## config.mk

```make
export PLATFORM = sky130hd
export DESIGN_NAME = hazard_unit
export DESIGN_NICKNAME = d
export VERILOG_FILES = /design/src/rtl/hazard_pkg.sv /design/src/rtl/hazard_unit_mc_sequencer.sv /design/src/rtl/hazard_unit.sv
export SDC_FILE = /design/constraint.sdc
export NUM_CORES = 1
export LEC_CHECK = 0
export BUFFER_PORTS_ARGS = -buffer_cell sky130_fd_sc_hd__buf_2
export CORE_MARGIN = 5
export CORE_UTILIZATION = 41
export CTS_BUF_LIST = sky130_fd_sc_hd__clkbuf_16
export CTS_CLUSTER_DIAMETER = 80
export CTS_CLUSTER_SIZE = 40
export DETAILED_ROUTE_END_ITERATION = 6
export GPL_TIMING_DRIVEN = 0
export PLACE_DENSITY = 0.84
export SLEW_MARGIN = 20
export SYNTH_ARGS = -nofsm -noshare
export SYNTH_HDL_FRONTEND = slang
export SYNTH_HIERARCHICAL = 1
export SYNTH_SLANG_ARGS = --single-unit
```

## constraint.sdc

```tcl
create_clock -name clk -period 3.6 [get_ports clk]
set_clock_uncertainty 0.1 [all_clocks]
set_input_delay 1.08 -clock clk [delete_from_list [all_inputs] [get_ports clk]]
set_output_delay 1.08 -clock clk [all_outputs]
set_load 0.02 [all_outputs]
```

## src/rtl/hazard_pkg.sv

```systemverilog
// Shared types and helpers for the pipeline hazard controller.
package hazard_pkg;

  localparam int REG_W = 5;

  typedef enum logic [1:0] {
    FWD_RF  = 2'b00,
    FWD_WB  = 2'b01,
    FWD_MEM = 2'b10
  } fwd_sel_t;

  typedef enum logic [1:0] {
    IDLE = 2'b00,
    RUN  = 2'b01,
    DONE = 2'b10
  } mc_state_t;

  // Younger producer (M) wins over older (W); x0 is never forwarded.
  function automatic fwd_sel_t fwd_select(
    input logic             rw_m,
    input logic [REG_W-1:0] rd_m,
    input logic             rw_w,
    input logic [REG_W-1:0] rd_w,
    input logic [REG_W-1:0] rs
  );
    if (rw_m && (rd_m != '0) && (rd_m == rs)) return FWD_MEM;
    if (rw_w && (rd_w != '0) && (rd_w == rs)) return FWD_WB;
    return FWD_RF;
  endfunction

endpackage

```

## src/rtl/hazard_unit_mc_sequencer.sv

```systemverilog
// Fixed-latency sequencer for multi-cycle execute ops: stalls for MC_LAT
// cycles (start + MC_LAT-1 RUN cycles), then flags the result for one cycle.
module mc_sequencer
  import hazard_pkg::*;
#(
  parameter int MC_LAT = 4
) (
  input  logic clk,
  input  logic reset,
  input  logic MultiCycleE,
  output logic mcStall,
  output logic McStartE,
  output logic McDoneE
);

  localparam int CNT_W = (MC_LAT > 1) ? $clog2(MC_LAT) : 1;
  localparam logic [CNT_W-1:0] CNT_LOAD = CNT_W'(MC_LAT - 2);

  mc_state_t        state_q, state_d;
  logic [CNT_W-1:0] cnt_q, cnt_d;

  always_ff @(posedge clk or negedge reset) begin
    if (!reset) begin
      state_q <= IDLE;
      cnt_q   <= '0;
    end else begin
      state_q <= state_d;
      cnt_q   <= cnt_d;
    end
  end

  always_comb begin
    state_d  = state_q;
    cnt_d    = cnt_q;
    mcStall  = 1'b0;
    McStartE = 1'b0;
    McDoneE  = 1'b0;
    case (state_q)
      IDLE: begin
        if (MultiCycleE) begin
          mcStall  = 1'b1;
          McStartE = 1'b1;
          cnt_d    = CNT_LOAD;
          state_d  = RUN;
        end
      end
      RUN: begin
        mcStall = 1'b1;
        if (cnt_q == '0) state_d = DONE;
        else             cnt_d   = cnt_q - CNT_W'(1);
      end
      // DONE ignores MultiCycleE so the finishing op cannot retrigger itself.
      DONE: begin
        McDoneE = 1'b1;
        state_d = IDLE;
      end
      default: state_d = IDLE;
    endcase
  end

endmodule

```

## src/rtl/hazard_unit.sv

```systemverilog
// Hazard controller for the 5-stage RV32 pipeline: forwarding selects,
// load-use stall, branch flush and multi-cycle execute sequencing.
module hazard_unit
  import hazard_pkg::*;
#(
  parameter int MC_LAT = 4
) (
  input  logic             clk,
  input  logic             reset,
  input  logic [REG_W-1:0] Rs1D,
  input  logic [REG_W-1:0] Rs2D,
  input  logic [REG_W-1:0] Rs1E,
  input  logic [REG_W-1:0] Rs2E,
  input  logic [REG_W-1:0] RdE,
  input  logic [REG_W-1:0] RdM,
  input  logic [REG_W-1:0] RdW,
  input  logic             RegWriteM,
  input  logic             RegWriteW,
  input  logic             ResultSrcE0,
  input  logic             PCSrcE,
  input  logic             MultiCycleE,
  output logic [1:0]       ForwardAE,
  output logic [1:0]       ForwardBE,
  output logic             StallF,
  output logic             StallD,
  output logic             StallE,
  output logic             FlushD,
  output logic             FlushE,
  output logic             FlushM,
  output logic             McStartE,
  output logic             McDoneE
);

  logic lw_stall;
  logic mc_stall;

  mc_sequencer #(
    .MC_LAT(MC_LAT)
  ) u_mc_seq (
    .clk        (clk),
    .reset      (reset),
    .MultiCycleE(MultiCycleE),
    .mcStall    (mc_stall),
    .McStartE   (McStartE),
    .McDoneE    (McDoneE)
  );

  assign ForwardAE = fwd_select(RegWriteM, RdM, RegWriteW, RdW, Rs1E);
  assign ForwardBE = fwd_select(RegWriteM, RdM, RegWriteW, RdW, Rs2E);

  assign lw_stall = ResultSrcE0 && (RdE != '0) && ((RdE == Rs1D) || (RdE == Rs2D));

  assign StallF = lw_stall | mc_stall;
  assign StallD = lw_stall | mc_stall;
  assign StallE = mc_stall;
  // An op held in E by the sequencer must never be flushed or redirected.
  assign FlushD = PCSrcE & ~mc_stall;
  assign FlushE = (lw_stall | PCSrcE) & ~mc_stall;
  assign FlushM = mc_stall;

endmodule

```

==> impl_metrics.py, run 1 <==
metrics = {
    "power": {
        "internal_power_mw": 0.343,
        "p_per_area_nw_per_um2": 530,
        "power.share.sequential": 0.146,
        "p_clk_frac": 0.308,
        "switching_share": 0.376,
        "p_comb_frac": 0.546,
        "p_sw_mw": 0.206,
        "ir_drop_uv": 549,
        "leakage_nw": 0.517,
    },
    "layout": {
        "antennaDiodeCount": 0,
        "final_cell_mix": "buf_2, xor2_1, xnor2_1",
        "fill_cells": 120,
        "drive_above_1_share": 0.500,
        "nets": 177,
        "final_common_cell": "buf_2",
        "area_growth_pct": 57.7,
    },
    "detailed_routing": {
        "ant_nets": 0,
        "routed.top_layer": "met4",
        "wl_mm": 1.95,
        "dr.pass1.iters": 4,
        "drt_iter0_markers": 7,
        "wl_met3_um": 152,
        "met1Wirelength_um": 731,
        "met2RoutedLength_mm": 1.03,
        "via_per_inst": 4.91,
        "post_drt_wl_per_cell_um": 13.2,
        "route.detailed.drc": 0,
        "num_vias": 727,
    },
    "sta": {
        "clock.fmax_mhz": 281,
        "setup_slack_ns": 0.0469,
        "setup_viol": 0,
        "tightest_slew_ns": 0.498,
        "final_max_slew_viol_count": 0,
        "slew_headroom": 0.665,
        "period_needed_ns": 3.55,
        "timing.setup.tns_ns": 0,
        "finalCritPeriodShare": 0.987,
        "hold_viol_final": 0,
    },
    "synth": {
        "synthesis.area_um2": 657,
        "ys_seq_elements": 4,
        "yosysSeqAreaShare": 0.152,
        "syn-instance-count": 76,
        "synthesis.nets": 119,
        "syn_avg_cell_area_um2": 8.64,
        "ys_warn_count": 6,
        "synthDistinctLibCells": 28,
    },
    "critical_path": {
        "worst_ep_arrival_time_ns": 2.37,
        "crit_type": "in2out",
        "crit_top_cell": "or4_1",
        "crit_buf_inv": 2,
        "path_delay_family": "simple AND/OR/NAND/NOR gates",
        "cp.required_ns": 2.42,
        "cp-end-kind": "primary output",
        "crit_chain": "buf_2 > or4_1 > o21ai_1 > or4_1 > nor4_2 > buf_4",
        "crit_fanout": 3,
        "startpoint_type": "primary input",
        "critPathMaxStageDelay_ns": 0.54,
        "cpMaxStageDelayCell": "or4_1",
    },
    "clocking": {
        "clkTransAtPathRegs_ns": 0.03,
        "post_cts_buffers": 0,
        "cts-buffers-inserted": 3,
        "clkLatencyLatePin_ns": 0.22,
        "cts_tree": "built",
        "cts_buffer_depth": 2,
        "cts_hold_buf": 0,
        "numClockSinks": 4,
        "root_buffer": "clkbuf_16",
        "htreeDepth": 1,
    },
    "placement": {
        "portBuffers": 53,
        "dp_hpwl_mm": 1.66,
        "gp_congestion": 0.851,
        "place_ws_ns": -0.0169,
    },
    "grt": {
        "grt_pass1_vias": 720,
        "overflow": 0,
        "antenna_found_initial": 0,
        "grtUsageTotal": 0.145,
        "grt_pass1_wl_mm": 2.86,
        "grt_max_degree": 10,
    },
    "floorplanning": {
        "die_w_um": 50.0,
        "initial_core_util": 0.436,
        "num_rows": 14,
        "die_y_um": 50.0,
        "core-area_um2": 1510,
        "die-area_um2": 2500,
        "io_pins": 54,
    },
    "outcome": {
        "outcome": "complete, no violations",
    },
    "job": {
        "maxCapViolCount": 0,
    },
    "hold_path": {
        "min_path_type": "reg2reg",
    },
}
-- cells in the mapped netlist --
| library cell | n | area, um^2 |
|---|---|---|
| a21oi_1 | 1 | 5.00 |
| ha_1 | 1 | 12.5 |
| or4b_1 | 1 | 10.0 |
| xnor2_1 | 6 | 52.6 |
| buf_4 | 3 | 22.5 |
| dfrtp_1 | 4 | 100 |
| nand2_1 | 1 | 3.75 |
| or2_2 | 1 | 6.26 |
| inv_1 | 3 | 11.3 |
| o21ai_0 | 1 | 5.00 |
| o21bai_1 | 3 | 22.5 |
| xor2_1 | 24 | 210 |
| or4_1 | 4 | 30.0 |
| nor4bb_1 | 1 | 10.0 |
| nor3_1 | 2 | 10.0 |
| a211oi_1 | 1 | 7.51 |
| or4_4 | 1 | 11.3 |
| nor4_2 | 2 | 25.0 |
| o211ai_2 | 1 | 12.5 |
| nor2b_1 | 2 | 12.5 |
| o21ai_1 | 1 | 5.00 |
| o21ai_2 | 1 | 8.76 |
| nand3_1 | 3 | 15.0 |
| nor2_1 | 3 | 11.3 |
| nor3b_1 | 1 | 7.51 |
| and3b_1 | 1 | 8.76 |
| a22oi_1 | 1 | 7.51 |
| nor4_1 | 2 | 12.5 |
-- state kept, by name (all words and copies together), names as in the netlist --
| name | cells |
|---|---|
| u_mc_seq/cnt_q | 2 |
| u_mc_seq/state_q | 2 |
-- power by group through the flow --
stage               sequential [mW]  combinational [mW]  clock (mW)
floorplan                    0.0774               0.204           0
global placement             0.0791               0.288           0
detailed placement           0.0805               0.300           0
CTS                          0.0799               0.301       0.172
global route                 0.0833               0.327       0.176
finish                       0.0800               0.300       0.169
-- layout make-up --
type / count / area [um^2] / area share
multi-input combinational: 66 / 537 / 0.518
inverter: 3 / 11.3 / 0.0109
clock buffer: 3 / 75.1 / 0.0725
tap: 16 / 20.0 / 0.0193
buffer: 3 / 22.5 / 0.0217
sequential: 4 / 100 / 0.0966
timing repair buffer: 53 / 270 / 0.261
-- per-layer routing --
layer	up-vias	GRT usage
met5	-	0
met4	0	0.0917
met3	6	0.0512
met2	24	0.253
met1	316	0.140
li1	381	-
-- kinds of logic (layout without fill, tap and decap cells) --
logic type                 Yosys count  count (layout)  share of synthesized area
xor gates and xnor gates            30              30                      0.400
and+or+nand+nor                     25              25                      0.265
AOI/OAI and AO/OA                   10              10                      0.112
buffers and inverters                6              62                     0.0514
DFF                                  4               4                      0.152
adders and majority gates            1               1                     0.0190
-- worst reg2reg max path, stage by stage, from the launching register on --
cell and delay, ns:
dfrtp_1 0.35, inv_1 0.07, ha_1 0.26, or4b_1 0.50, o211ai_2 0.08
-- repair_timing --
item / 4_1_cts / 5_1_grt
gates resized for setup: 1 / 4
setup endpoints to repair: 2 / 3
pin swaps: 0 / 4
gates cloned: 0 / 0
-- stage by stage --
stage                     utilization  hold slack, ns  area [um^2]  instances  power [mW]
final                           0.688           0.411         1040        148       0.549
after floorplan                     -           0.365          657         76       0.282
after CTS                       0.677           0.410         1020        148       0.552
after global routing            0.688           0.445         1040        148       0.586
after global placement          0.625           0.392          942        145       0.367
after detailed placement        0.625           0.407          942        145       0.380
-- final timing paths --
path,slack (ns),from,endpoint,cells past startpoint
setup / recovery,0.05,RdW[1],ForwardAE[0],6
hold / removal,0.41,u_mc_seq/state_q[1]$_DFFE_PN0P_,u_mc_seq/state_q[1]$_DFFE_PN0P_,1
setup reg to reg,2.16,u_mc_seq/cnt_q[0]$_DFFE_PN0P_,u_mc_seq/cnt_q[0]$_DFFE_PN0P_,4
hold reg to reg,0.41,u_mc_seq/state_q[1]$_DFFE_PN0P_,u_mc_seq/state_q[1]$_DFFE_PN0P_,1
max in group asynchronous,2.73,reset,u_mc_seq/state_q[0]$_DFFE_PN0P_,1
min in group asynchronous,0.56,reset,u_mc_seq/cnt_q[0]$_DFFE_PN0P_,1
(Power assumes the default switching activity.)
==> inputs of run 2 (changes only) <==
--- a/config.mk
+++ b/config.mk
@@ -14,6 +14,7 @@
 export DETAILED_ROUTE_END_ITERATION = 6
 export GPL_TIMING_DRIVEN = 0
 export PLACE_DENSITY = 0.84
+export RECOVER_POWER = 50
 export SLEW_MARGIN = 20
 export SYNTH_ARGS = -nofsm -noshare
 export SYNTH_HDL_FRONTEND = slang
==> run 2 against run 1 <==
- critical path depth did not move
- cell count did not move
- total power fell by 1.2%
- combinational power fell by 2%
- register-to-register slack got worse by 0.03 ns
- critical path type unchanged
==> impl_metrics.py, run 2 (synthesized netlist as in run 1, its figures left out) <==
metrics = {
    "critical_path": {
        "r2r-start": "u_mc_seq/cnt_q[0]$_DFFE_PN0P_",
        "reg2reg_to": "u_mc_seq/cnt_q[0]$_DFFE_PN0P_",
        "rr_worst_depth": 4,
        "crit_start": "RdW[1]",
        "cp.required_ns": 2.42,
        "startpoint_type": "primary input",
        "crit_fanout": 3,
        "reg2reg_slack_ns": 2.13,
        "worst_ep_arrival_time_ns": 2.37,
        "crit_type": "in2out",
        "cp-end-kind": "primary output",
    },
    "placement": {
        "gp_congestion": 0.851,
        "dp_hpwl_mm": 1.66,
        "portBuffers": 53,
        "placedCellCount": 145,
        "place_ws_ns": -0.0169,
    },
    "clocking": {
        "root_buffer": "clkbuf_16",
        "cts_buffer_depth": 2,
        "clkTransAtPathRegs_ns": 0.03,
        "clkLatencyLatePin_ns": 0.22,
        "htreeDepth": 1,
        "numClockSinks": 4,
        "post_cts_buffers": 0,
        "cts_tree": "built",
        "cts-buffers-inserted": 3,
    },
    "hold_path": {
        "holdPathStages": 1,
        "min_to": "u_mc_seq/state_q[1]$_DFFE_PN0P_",
        "min_path_type": "reg2reg",
        "hp-start": "u_mc_seq/state_q[1]$_DFFE_PN0P_",
    },
    "sta": {
        "finalCritPeriodShare": 0.987,
        "setup_viol": 0,
        "slew_headroom": 0.665,
        "hold_viol_final": 0,
        "period_needed_ns": 3.55,
        "clock.fmax_mhz": 281,
        "setup_slack_ns": 0.0469,
        "fin_hold_ws_ns": 0.411,
        "timing.setup.tns_ns": 0,
        "tightest_slew_ns": 0.498,
        "final_max_slew_viol_count": 0,
    },
    "detailed_routing": {
        "route.detailed.drc": 0,
        "ant_nets": 0,
        "via_per_inst": 4.91,
        "num_vias": 726,
        "dr.pass1.iters": 4,
        "drt_iter0_markers": 7,
        "wl_mm": 1.96,
        "post_drt_wl_per_cell_um": 13.2,
    },
    "floorplanning": {
        "die-area_um2": 2500,
        "initial_core_util": 0.436,
        "io_pins": 54,
        "die_y_um": 50.0,
        "core-area_um2": 1510,
        "die_w_um": 50.0,
        "num_rows": 14,
    },
    "power": {
        "ir_drop_uv": 543,
        "leakage_nw": 0.503,
        "p_per_area_nw_per_um2": 528,
    },
    "grt": {
        "antenna_found_initial": 0,
        "grt_pass1_wl_mm": 2.86,
        "grtUsageTotal": 0.145,
        "overflow": 0,
        "grt_pass1_vias": 720,
        "grt_max_degree": 10,
    },
    "layout": {
        "final_cell_mix": "buf_2, xor2_1, xnor2_1",
        "final_cells": 148,
        "nets": 177,
        "area_growth_pct": 56.4,
        "antennaDiodeCount": 0,
        "final_common_cell": "buf_2",
        "drive_above_1_share": 0.470,
        "largestRegisters": "u_mc_seq/cnt_q (2), u_mc_seq/state_q (2)",
        "final_core_util": 0.682,
    },
    "outcome": {
        "outcome": "complete, no violations",
    },
    "job": {
        "maxCapViolCount": 0,
    },
}
-- run 2: changes by cell type in the layout (fill, tap and decap cells not counted), sizes merged --
cell	change
buf	-3
clkbuf	+3
-- run 2: worst max path at each step --
stage                        end  depth (start not counted)
floorplan           ForwardAE[0]                          4
global placement    ForwardBE[0]                          6
detailed placement  ForwardBE[0]                          6
CTS                 ForwardBE[0]                          6
global route        ForwardBE[0]                          6
finish              ForwardAE[0]                          6
-- run 2: where the power goes --
group | internal [mW] | total [mW] | switching [mW]
Sequential | 0.0674 | 0.0799 | 0.0126
Combinational | 0.130 | 0.294 | 0.163
Clock | 0.142 | 0.169 | 0.0275
Total | 0.339 | 0.543 | 0.203
-- run 2: critical path, cell delays in order --
cell,delay (ns)
buf_2,0.12
or4_1,0.11
o21ai_1,0.06
or4_1,0.54
nor4_2,0.28
buf_4,0.18
-- run 2: stage by stage --
stage	total power [mW]	cell area, um^2
floorplan	0.282	657
global placement	0.367	942
detailed placement	0.380	942
CTS	0.552	1020
global route	0.579	1030
finish	0.543	1030
-- run 2: cell type report --
type	instances	area, um^2
Clock buffer	3	75.1
Timing Repair Buffer	53	267
Multi-Input combinational cell	66	532
Fill cell	124	479
Tap cell	16	20.0
Sequential cell	4	100
Buffer	3	22.5
Inverter	3	11.3
-- run 2: what timing repair did --
item                                    CTS  global route
pin swaps                                 0             4
endpoints found under the setup margin    2             3
gates resized for setup                   1             4
hold buffers                              0             0
-- run 2: per-layer routing --
| metal | global-route usage | vias up | wire, um |
|---|---|---|---|
| met1 | 0.140 | 316 | 734 |
| met2 | 0.253 | 24 | 1030 |
| met3 | 0.0512 | 6 | 152 |
| li1 | - | 380 | - |
| met4 | 0.0917 | 0 | 37 |
| met5 | 0 | - | 0 |
